==> config.mk <==
export PLATFORM = sky130hd
export DESIGN_NAME = lsu_mmio_bridge
export DESIGN_NICKNAME = d
export VERILOG_FILES = /design/src/rtl/lsu_mmio_bridge.sv
export SDC_FILE = /design/constraint.sdc
export NUM_CORES = 1
export LEC_CHECK = 0
export ABC_CLOCK_PERIOD_IN_PS = 5900
export BUFFER_PORTS_ARGS = -buffer_cell sky130_fd_sc_hd__buf_4
export CAP_MARGIN = 20
export CELL_PAD_IN_SITES_DETAIL_PLACEMENT = 1
export CELL_PAD_IN_SITES_GLOBAL_PLACEMENT = 1
export CORE_AREA = 3 3 148 150
export CTS_BUF_LIST = sky130_fd_sc_hd__clkbuf_8 sky130_fd_sc_hd__clkbuf_16
export CTS_CLUSTER_DIAMETER = 100
export DETAILED_ROUTE_END_ITERATION = 16
export DIE_AREA = 0 0 151 153
export GPL_TIMING_DRIVEN = 0
export HOLD_SLACK_MARGIN = 0.05
export PLACE_DENSITY = 0.65
export RECOVER_POWER = 100
export SLEW_MARGIN = 20
export SYNTH_ARGS = -nofsm -noshare
export SYNTH_HDL_FRONTEND = slang
export SYNTH_SLANG_ARGS = --single-unit
==> constraint.sdc <==
create_clock -name clk -period 5.9 [get_ports clk]
set_input_delay 0.295 -clock clk [delete_from_list [all_inputs] [get_ports clk]]
set_output_delay 0.295 -clock clk [all_outputs]
set_load 0.02 [all_outputs]
==> src/rtl/lsu_mmio_bridge.sv <==
// Purpose: bridges single core load/store accesses onto a word-wide MMIO request/ready bus.
// Latency: request accepted at E0, bus_valid E0..Ek (ready sampled at Ek), core_done for one cycle after Ek.
// Backpressure: bus_valid and bus fields hold until bus_ready or a TIMEOUT abort; core_req is ignored while busy.
module lsu_mmio_bridge #(
   parameter int TIMEOUT = 255
) (
   input  logic        clk,
   input  logic        rst,
   input  logic        core_req,
   input  logic [31:0] core_addr,
   input  logic [31:0] core_wdata,
   input  logic        core_we,
   input  logic [1:0]  core_size,
   input  logic        core_unsigned,
   output logic        core_busy,
   output logic        core_done,
   output logic        core_err,
   output logic [31:0] core_rdata,
   output logic [31:0] bus_addr,
   output logic [31:0] bus_wdata,
   output logic [3:0]  bus_wstrb,
   output logic        bus_we,
   output logic        bus_valid,
   input  logic [31:0] bus_rdata,
   input  logic        bus_ready
);

   typedef enum logic [1:0] {IDLE = 2'd0, REQ = 2'd1, DONE = 2'd2} state_t;

   localparam logic [7:0] TMO = 8'(TIMEOUT);

   state_t      state_q, state_d;
   logic [31:0] addr_q, addr_d;
   logic [31:0] wdata_q, wdata_d;
   logic [31:0] rdata_q, rdata_d;
   logic        we_q, we_d;
   logic        uns_q, uns_d;
   logic        err_q, err_d;
   logic [1:0]  size_q, size_d;
   logic [7:0]  cnt_q, cnt_d;
   logic        legal;
   logic [31:0] lane;
   logic [31:0] load_val;

   // Alignment check on the raw request; size 11 never matches
   always_comb begin
      legal = 1'b0;
      case (core_size)
         2'b00:   legal = 1'b1;
         2'b01:   legal = ~core_addr[0];
         2'b10:   legal = (core_addr[1:0] == 2'b00);
         default: legal = 1'b0;
      endcase
   end

   // Pick the addressed lane out of the read word and extend it to 32 bits
   always_comb begin
      lane     = bus_rdata >> {addr_q[1:0], 3'b000};
      load_val = lane;
      case (size_q)
         2'b00:   load_val = uns_q ? {24'd0, lane[7:0]}  : {{24{lane[7]}}, lane[7:0]};
         2'b01:   load_val = uns_q ? {16'd0, lane[15:0]} : {{16{lane[15]}}, lane[15:0]};
         default: load_val = lane;
      endcase
   end

   // Next-state logic: accept in IDLE, wait for ready or timeout in REQ, single-cycle DONE
   always_comb begin
      state_d = state_q;
      addr_d  = addr_q;
      wdata_d = wdata_q;
      we_d    = we_q;
      size_d  = size_q;
      uns_d   = uns_q;
      err_d   = err_q;
      rdata_d = rdata_q;
      cnt_d   = cnt_q;
      case (state_q)
         IDLE: begin
            if (core_req) begin
               addr_d  = core_addr;
               wdata_d = core_wdata;
               we_d    = core_we;
               size_d  = core_size;
               uns_d   = core_unsigned;
               cnt_d   = 8'd0;
               rdata_d = 32'd0;
               if (legal) begin
                  state_d = REQ;
                  err_d   = 1'b0;
               end else begin
                  state_d = DONE;
                  err_d   = 1'b1;
               end
            end
         end
         REQ: begin
            // ready wins over a timeout landing on the same edge
            if (bus_ready) begin
               state_d = DONE;
               err_d   = 1'b0;
               rdata_d = we_q ? 32'd0 : load_val;
            end else begin
               cnt_d = cnt_q + 8'd1;
               if (cnt_q + 8'd1 == TMO) begin
                  state_d = DONE;
                  err_d   = 1'b1;
                  rdata_d = 32'd0;
               end
            end
         end
         DONE:    state_d = IDLE;
         default: state_d = IDLE;
      endcase
   end

   // State and latched-request registers; reset clears everything immediately
   always_ff @(posedge clk or negedge rst) begin
      if (!rst) begin
         state_q <= IDLE;
         addr_q  <= 32'd0;
         wdata_q <= 32'd0;
         we_q    <= 1'b0;
         size_q  <= 2'd0;
         uns_q   <= 1'b0;
         err_q   <= 1'b0;
         rdata_q <= 32'd0;
         cnt_q   <= 8'd0;
      end else begin
         state_q <= state_d;
         addr_q  <= addr_d;
         wdata_q <= wdata_d;
         we_q    <= we_d;
         size_q  <= size_d;
         uns_q   <= uns_d;
         err_q   <= err_d;
         rdata_q <= rdata_d;
         cnt_q   <= cnt_d;
      end
   end

   // Byte enables and lane-replicated store data from the latched request
   always_comb begin
      bus_wstrb = 4'b0000;
      bus_wdata = wdata_q;
      case (size_q)
         2'b00: begin
            bus_wdata = {4{wdata_q[7:0]}};
            if (we_q) bus_wstrb = 4'b0001 << addr_q[1:0];
         end
         2'b01: begin
            bus_wdata = {2{wdata_q[15:0]}};
            if (we_q) bus_wstrb = 4'b0011 << addr_q[1:0];
         end
         2'b10: begin
            if (we_q) bus_wstrb = 4'b1111;
         end
         default: bus_wstrb = 4'b0000;
      endcase
   end

   assign bus_addr   = {addr_q[31:2], 2'b00};
   assign bus_we     = we_q;
   assign bus_valid  = (state_q == REQ);
   assign core_busy  = (state_q != IDLE);
   assign core_done  = (state_q == DONE);
   assign core_err   = err_q & (state_q == DONE);
   assign core_rdata = rdata_q;

endmodule

; ---- After elaboration in Yosys (flattened, before gate mapping)
; Index checks and enable logic that the tools add are counted.
[totals]
regBits = 111
latchBits = 0
ramBits = 0
rom_bits = 0
mem_count = 0
[classes]
add_sub_neg = 1
multipliers = 0
n_div = 0
magnitude_cmp = 0
eq_ne = 10
n_shift = 3
muxes = 27
bitwise = 2
reduce_logical = 10
[ops]
columns = op, count
row1 = $mux 32, 6
row2 = $pmux 32 s2, 3
row3 = $shr 32x5->32, 1
row4 = $mux 8, 2
row5 = $pmux 8 s2, 1
row6 = $mux 4, 3
row7 = $pmux 4 s3, 1
row8 = $add 8x1->8 const B, 1
row9 = $eq 8x8->1 const B, 1
row10 = $logic_not 2->1, 4
row11 = $mux 2, 4
row12 = $eq 2x1->1 const B, 3
row13 = $eq 2x2->1 const B, 3
row14 = $reduce_and 3->1, 2
row15 = $mux 1, 4
row16 = $ne 2x2->1 const B, 2
row17 = $pmux 2 s2, 1
row18 = $reduce_and 2->1, 2
row19 = $reduce_bool 2->1, 2
row20 = $shl 1x2->4 const A, 1
row21 = $shl 2x2->4 const A, 1
row22 = $ne 3x1->1 const B, 1
row23 = $pmux 1 s3, 1
row24 = $pmux 1 s2, 1
row25 = 2 further kinds, 2

; ---- Logic depth before layout (Yosys ltp)
; Gate-level depths: netlist of run 1.
[depth]
word_depth = 6
mapped_depth = 7

; ---- Worst setup path after synthesis of run 1
; Ideal clock, no wire load.
[synth_timing]
path_kind = register to register
startpoint = register cnt_q[0]
endpoint = register rdata_q[10] (netlist: core_rdata[10])
setup_ns = 0.125
arrival_ns = 1.876
t_required_ns = 5.775
path_slack_ns = 3.899
stages_incl_launch_ff = 8
path_buffers = 1
period_less_slack_ns = 2.001
cell_sequence = dfrtp_1 ha_1 nand3_1 nor3_1 o32ai_1 nor4b_4 buf_6 o21ai_2
[synth_via]
elab_chain_len = 4
[synth_lines]
columns = item, line_no
row1 = from (decl), 40  ; logic [7:0] cnt_q, cnt_d;
row2 = from (signal assigned), 138  ; cnt_q <= cnt_d;
row3 = $add 8x1->8, 105  ; if (cnt_q + 8'd1 == TMO) begin
row4 = $eq 8x8->1, 105
row5 = $ne 3x1->1 (no source line), -
row6 = $reduce_and 3->1 (no source line), -
row7 = to (signal assigned), 137  ; rdata_q <= rdata_d;
row8 = to (decl), 35  ; logic [31:0] rdata_q, rdata_d;
; No other way between the ends.
; A chain may end at the register's enable or synchronous reset.

; ---- Final worst setup path of run 1
[layout_timing]
startpoint = register cnt_q[0]
endpoint = register rdata_q[19] (netlist: core_rdata[19])
; Same word-level chain as after synthesis.

==> results.py, run 1 <==
metrics = {
    "logic_synthesis": {
        "syn_area_sq_mm": 0.00601,
        "synth-edff-count": 0,
        "synth_most_common_cell": "dfrtp_1",
        "synth_top_area_share_pct": 46.2,
        "synthArstFlopShare_pct": 100,
        "synth_common_cells": "dfrtp_1 (111), mux2_2 (83), nand2_1 (57)",
        "netlist_instances": 564,
        "ys_ff_latch": 111,
        "synth_area_per_cell_sq_um": 10.7,
        "yosys_warnings": 0,
        "ys_types": 47,
        "synth_area_leader_cell": "dfrtp_1",
        "synth.top_cells.by_area": "dfrtp_1 (46%), mux2_2 (16%), buf_4 (5.0%)",
        "synth-seq-area-share_pct": 46.2,
        "ys.flop_type": "dfrtp_1",
    },
    "timing": {
        "fmax_ghz": 0.273,
        "fin_tns_setup_ns": 0,
        "finalHoldViolCount": 0,
        "slew_headroom_pct": -71.2,
        "rsz0062_at_grt": "false",
        "period_share_pct": 62.2,
        "period_minus_slack_ns": 3.67,
        "slew_viol_final": 52,
        "setup_viol": 0,
        "final.setup.worst_slack_ns": 2.23,
        "worst_pin_slew_ns": 2.57,
        "skew_ns": 0.00835,
    },
    "setup_path": {
        "path_max_fanout": 10,
        "worstReg2RegEnd": "core_rdata[19]$_DFFE_PN0P_",
        "ff2ff_setup_slack_ns": 2.23,
        "max_stage_delay_ns": 1.45,
        "cp_cell_sequence": "ha_1, nand3_1, nor3_1, o32ai_1, nor4b_1, clkbuf_1, o21ai_0",
        "cp.required_ns": 6.11,
        "crit_family": "simple AND/OR/NAND/NOR gates",
        "crit_buf_inv": 1,
        "end_kind": "flip-flop",
        "startpoint_type": "flip-flop",
        "critical_path_class": "flip-flop to flip-flop",
        "worst_ep_arrival_time_ns": 3.87,
        "reg2reg_from": "cnt_q[0]$_DFFE_PN0P_",
        "r2r_cells": 7,
        "critical-path-slowest-cell": "nor4b_1",
    },
    "clock_network": {
        "clk_latency_ns": 0.36,
        "numCtsBuffers": 9,
        "cts_num_sinks": 111,
        "h-tree-depth": 3,
        "path_clk_slew_ns": 0.08,
        "cts_root_buf": "clkbuf_16",
        "post_cts_resized": 0,
        "cts_buffer_depth": 2,
        "cts_tree": "done",
    },
    "place": {
        "hpwl_microns": 15700,
        "gp_congestion": 0.818,
        "port_buffers": 206,
        "dp_slack_ns": 3.23,
        "dpl_cell_area_sq_mm": 0.00794,
    },
    "floorplanning": {
        "chipHeight_microns": 153,
        "initial_core_util_pct": 28.9,
        "num_io_pins": 209,
        "die_w_microns": 151,
        "fp-row-count": 53,
        "coreArea_sq_mm": 0.0208,
        "dieArea_sq_mm": 0.0231,
    },
    "finish": {
        "stdcell_area_sq_mm": 0.00782,
        "nNetsFinal": 894,
        "syn_to_final_growth_pct": 30.1,
        "layout-drive-gt1-share_pct": 33.2,
        "diodes": 0,
    },
    "power_and_ir_drop": {
        "leakagePower_nw": 3.36,
        "vdd_drop_max_uv": 255,
        "switching_share_pct": 44.2,
        "internal-power_mw": 2.30,
        "combPwrFrac_pct": 53.1,
        "p_per_area_mw_per_mm2": 528,
        "p_seq_share_pct": 31.4,
        "p_sw_mw": 1.83,
        "power_frac_clock_pct": 15.4,
    },
    "global_routing": {
        "grt_usage_pct": 17.5,
        "antenna_found_initial": 0,
        "grt_pass1_wl_microns": 31700,
        "grt_use_met2_pct": 29.1,
        "grt_pass1_vias": 5577,
        "overflow": 0,
        "use_met3_pct": 5.60,
        "grtUsageMet1_pct": 22.2,
        "grt_start_max_net_pins": 70,
        "top_usage_layer": "met2",
    },
    "route": {
        "antenna_left": 0,
        "drtIter0Drc": 194,
        "vias_per_cell": 4.86,
        "drc": 0,
        "vias": 5169,
        "drt-total-wl_microns": 20300,
        "firstDrtPassIters": 4,
        "routedWlPerCell_microns": 19.1,
    },
    "run_status": {
        "status": "finished, violations left",
        "violations": "capacitance limit, slew limit",
    },
    "min_path": {
        "hold_depth": 2,
        "min_from": "core_wdata[16]",
        "worstHoldEndpoint": "wdata_q[16]$_DFFE_PN0P_",
        "hp-class": "input port to flip-flop",
    },
    "flow_run": {
        "maxCapViolations": 2,
    },
}
-- state kept, by name, summed over array words and instances (netlist names) --
register,count
core_rdata,32
uns_q,1
err_q,1
bus_we,1
wdata_q,32
cnt_q,8
state_q,2
addr_q,32
size_q,2
-- routing by layer --
layer	part of all wire (%)	vias to the layer above
met4	1.5	0
met5	0	-
met3	8.7	19
met1	41	2559
li1	-	2397
met2	49	194
-- cells in the final DEF (no fill, tap or decap), types with 3 or more instances in the layout --
master     instances
buf_4            146
clkbuf_1         122
dfrtp_1          111
mux2_2            83
nand2_1           57
o21ai_0           57
mux2i_1           24
a211oi_1          22
nor2_1            21
a21oi_1           20
nor2b_1           11
a221oi_1           9
clkbuf_16          9
inv_1              8
a22oi_1            8
clkbuf_4           8
nand2b_1           6
ha_1               6
buf_1              4
o22ai_1            4
buf_2              4
and2_0             3
nand3_1            3
o21a_1             3
-- how the worst max path moves through the flow --
stage / from / to / slack [ns] / depth (start not counted)
after detailed placement: size_q[0]$_DFFE_PN0P_ / bus_wdata[9] / 3.23 / 5
after global placement: size_q[0]$_DFFE_PN0P_ / bus_wdata[12] / 3.25 / 5
after global routing: cnt_q[1]$_DFFE_PN0P_ / core_rdata[19]$_DFFE_PN0P_ / 1.95 / 7
after floorplan: cnt_q[0]$_DFFE_PN0P_ / core_rdata[10]$_DFFE_PN0P_ / 3.90 / 7
after CTS: size_q[0]$_DFFE_PN0P_ / bus_wdata[9] / 2.83 / 5
final: cnt_q[0]$_DFFE_PN0P_ / core_rdata[19]$_DFFE_PN0P_ / 2.23 / 7
-- power by group through the flow --
stage	Sequential, mW	Clock [mW]	Combinational [mW]
4_1_cts	1.30	0.659	2.51
3_3_place_gp	1.29	0	2.44
5_1_grt	1.35	0.695	2.37
3_5_place_dp	1.32	0	2.49
6_report	1.30	0.637	2.19
2_1_floorplan	1.30	0	1.51
-- what timing repair did --
| action | in CTS | in global routing |
|---|---|---|
| setup buffers | 0 | 0 |
| hold endpoints to repair | 42 | 0 |
| hold buffers | 1 | 0 |
-- cell type report --
class | count | area (sq um)
clock buffers | 9 | 225
plain buffers | 78 | 448
clock inverters | 6 | 70.1
fillers | 2409 | 13000
well taps | 275 | 344
flip-flops and latches | 111 | 2780
multi-input cells | 368 | 2690
inverters | 8 | 30.0
repair buffers | 208 | 1240
-- logic make-up (layout without fill, tap and decap cells) --
family / Yosys count / count (layout) / synth area share, %
XOR/XNOR: 3 / 3 / 0.437
adder cells (fa/ha/maj): 6 / 6 / 1.25
AO/OA/AOI/OAI: 136 / 136 / 14.7
buffers and inverters: 86 / 309 / 8.36
other: 1 / 2 / 0.0624
AND/OR/NAND/NOR: 113 / 113 / 9.09
multiplexers: 108 / 108 / 19.9
flip-flops: 111 / 111 / 46.2
-- metrics by stage --
stage | util [%] | std cells | hold slack (ns) | power, mW
after floorplan | - | 565 | -0.000591 | 2.80
final | 37.6 | 1063 | 0.162 | 4.13
after global placement | 38.0 | 1046 | 0.485 | 3.74
after CTS | 39.6 | 1063 | 0.146 | 4.47
after global routing | 37.6 | 1063 | 0.146 | 4.42
after detailed placement | 38.1 | 1047 | 0.248 | 3.81
(Power assumes the default switching activity.)
==> run 2, diff against run 1 <==
--- a/config.mk
+++ b/config.mk
@@ -5,7 +5,7 @@
 export SDC_FILE = /design/constraint.sdc
 export NUM_CORES = 1
 export LEC_CHECK = 0
-export ABC_CLOCK_PERIOD_IN_PS = 5900
+export ABC_CLOCK_PERIOD_IN_PS = 3650
 export BUFFER_PORTS_ARGS = -buffer_cell sky130_fd_sc_hd__buf_4
 export CAP_MARGIN = 20
 export CELL_PAD_IN_SITES_DETAIL_PLACEMENT = 1
==> constraint.sdc (replaced) <==
create_clock -name clk -period 3.65 [get_ports clk]
set_input_delay 0.1825 -clock clk [delete_from_list [all_inputs] [get_ports clk]]
set_output_delay 0.1825 -clock clk [all_outputs]
set_load 0.02 [all_outputs]
==> run 2 against run 1 <==
  * The flow still finishes with violations (capacitance limit, slew limit)
  * Global-route usage is 0.83 points higher
  * Count of clock-buffer cells in the layout stayed put
  * Setup slack worse by 1.7 ns
  * Non-clock buffer count is 52 higher
  * First-iteration DRC count is 3.1% lower
  * Fmax is 19% higher
  * Power is 64% higher
  * Sequential power is 62% higher
  * Largest cell class unchanged
  * Largest power group unchanged
  * Highest routed layer unchanged
==> results.py, run 2 (synthesized netlist as in run 1, its figures left out) <==
metrics = {
    "run_status": {
        "status": "finished, violations left",
        "violations": "capacitance limit, slew limit",
    },
    "setup_path": {
        "cp.required_ns": 3.85,
        "critical-path-slowest-cell": "nor4b_2",
        "crit_family": "simple AND/OR/NAND/NOR gates",
        "worst_ep_arrival_time_ns": 3.29,
        "path_max_fanout": 10,
        "end_kind": "flip-flop",
        "critical_path_class": "flip-flop to flip-flop",
        "crit_buf_inv": 1,
        "cp_cell_sequence": "ha_1, nand3_1, nor3_1, o32ai_1, nor4b_2, clkbuf_1, o21ai_0",
        "startpoint_type": "flip-flop",
        "max_stage_delay_ns": 0.87,
    },
    "power_and_ir_drop": {
        "p_sw_mw": 2.99,
        "leakagePower_nw": 3.58,
        "p_per_area_mw_per_mm2": 808,
        "p_seq_share_pct": 31.1,
        "vdd_drop_max_uv": 414,
        "power_frac_clock_pct": 15.2,
        "internal-power_mw": 3.76,
        "switching_share_pct": 44.3,
        "combPwrFrac_pct": 53.6,
    },
    "route": {
        "firstDrtPassIters": 4,
        "maxUsedRoutingLayer": "met4",
        "drc": 0,
        "routedWlPerCell_microns": 19.1,
        "vias": 5455,
        "vias_per_cell": 4.89,
        "met3WireLength_microns": 1390,
        "drtIter0Drc": 188,
        "drt-total-wl_microns": 21300,
        "wl_met2_microns": 10700,
        "drt-met1-wl_microns": 8810,
        "antenna_left": 0,
    },
    "floorplanning": {
        "chipHeight_microns": 153,
        "coreArea_sq_mm": 0.0208,
        "die_w_microns": 151,
        "initial_core_util_pct": 28.9,
        "dieArea_sq_mm": 0.0231,
        "num_io_pins": 209,
        "fp-row-count": 53,
    },
    "finish": {
        "multi_input_area_sq_mm": 0.00269,
        "nNetsFinal": 946,
        "syn_to_final_growth_pct": 39.0,
        "layout-drive-gt1-share_pct": 31.4,
        "ff_latch_area_sq_mm": 0.00278,
        "nFillCells": 2377,
        "diodes": 0,
        "mostFrequentLayoutCells": "buf_4 (146), clkbuf_1 (121), dfrtp_1 (111), mux2_2 (83)",
        "layout.cells.most_common": "buf_4",
    },
    "global_routing": {
        "antenna_found_initial": 0,
        "grt_pass1_wl_microns": 33300,
        "overflow": 0,
        "grt_usage_pct": 18.3,
        "grt_start_max_net_pins": 70,
        "grt_pass1_vias": 5891,
    },
    "timing": {
        "worst_pin_slew_ns": 2.62,
        "period_share_pct": 84.6,
        "fmax_ghz": 0.324,
        "timing.hold.ws_ns": 0.0659,
        "skew_ns": 0.00720,
        "fin_tns_setup_ns": 0,
        "period_minus_slack_ns": 3.09,
        "setup_viol": 0,
        "rsz0062_at_grt": "false",
        "finalHoldViolCount": 0,
        "slew_headroom_pct": -74.5,
        "slew_viol_final": 43,
    },
    "clock_network": {
        "post_cts_resized": 0,
        "path_clk_slew_ns": 0.08,
        "numCtsBuffers": 9,
        "clk_latency_ns": 0.35,
        "cts_buffer_depth": 2,
        "h-tree-depth": 3,
        "cts_root_buf": "clkbuf_16",
        "cts_tree": "done",
        "cts_num_sinks": 111,
    },
    "flow_run": {
        "maxCapViolations": 1,
    },
    "place": {
        "port_buffers": 206,
        "gp_congestion": 0.818,
        "hpwl_microns": 15700,
    },
    "min_path": {
        "hp-class": "input port to flip-flop",
    },
}
## run 2: cell types whose count changed in the layout (fill, tap and decap cells not counted), sizes merged
cell	previous run	this run
clkbuf	139	138
dlygate4sd3	1	53
buf	155	156
## run 2: cell type report
cell class	count	area share, %
sequential	111	33.2
multi-input combinational	368	32.2
timing repair buffer	260	21.1
buffer	78	5.45
tap	275	4.12
clock buffer	9	2.70
clock inverter	6	0.839
inverter	8	0.359
## run 2: worst paths after layout
path	startpoint	to	slack, ns	depth (start not counted)
min in group asynchronous	rst	core_rdata[29]$_DFFE_PN0P_	1.18	2
setup reg to reg	cnt_q[0]$_DFFE_PN0P_	core_rdata[19]$_DFFE_PN0P_	0.56	7
hold / removal	core_wdata[24]	wdata_q[24]$_DFFE_PN0P_	0.07	2
max in group asynchronous	rst	bus_we$_DFFE_PN0P_	0.97	2
hold reg to reg	wdata_q[16]$_DFFE_PN0P_	wdata_q[16]$_DFFE_PN0P_	0.51	1
setup / recovery	cnt_q[0]$_DFFE_PN0P_	core_rdata[19]$_DFFE_PN0P_	0.56	7
## run 2: worst register-to-register path: stages (launching register included)
cell and delay, ns:
dfrtp_1 0.50, ha_1 0.31, nand3_1 0.21, nor3_1 0.28, o32ai_1 0.14, nor4b_2 0.87, clkbuf_1 0.44, o21ai_0 0.20
## run 2: repair_timing
item	CTS	global route
hold buffers	52	1
endpoints found under the hold margin	93	1
setup buffers	0	0
## run 2: through the flow
stage	area [sq um]	instances	setup WS [ns]	utilization, %	power [mW]
3_3_place_gp	7910	1046	1.11	38.0	6.04
5_1_grt	8360	1115	0.310	40.1	7.22
3_5_place_dp	7940	1047	1.09	38.1	6.16
6_report	8360	1115	0.562	40.1	6.75
4_1_cts	8750	1114	0.693	42.0	7.27
2_1_floorplan	6020	565	1.65	-	4.53
## run 2: per-layer routing
metal / global-route usage (%) / vias to the layer above
met5: 0 / -
li1: - / 2507
met4: 4.36 / 0
met2: 31.5 / 192
met3: 4.65 / 27
met1: 23.0 / 2729
## run 2: power by group through the flow
stage          clock, mW  sequential [mW]  combinational, mW
2_1_floorplan          0             2.10               2.43
3_3_place_gp           0             2.09               3.95
3_5_place_dp           0             2.13               4.03
4_1_cts             1.06             2.11               4.10
5_1_grt             1.12             2.18               3.92
6_report            1.03             2.10               3.62
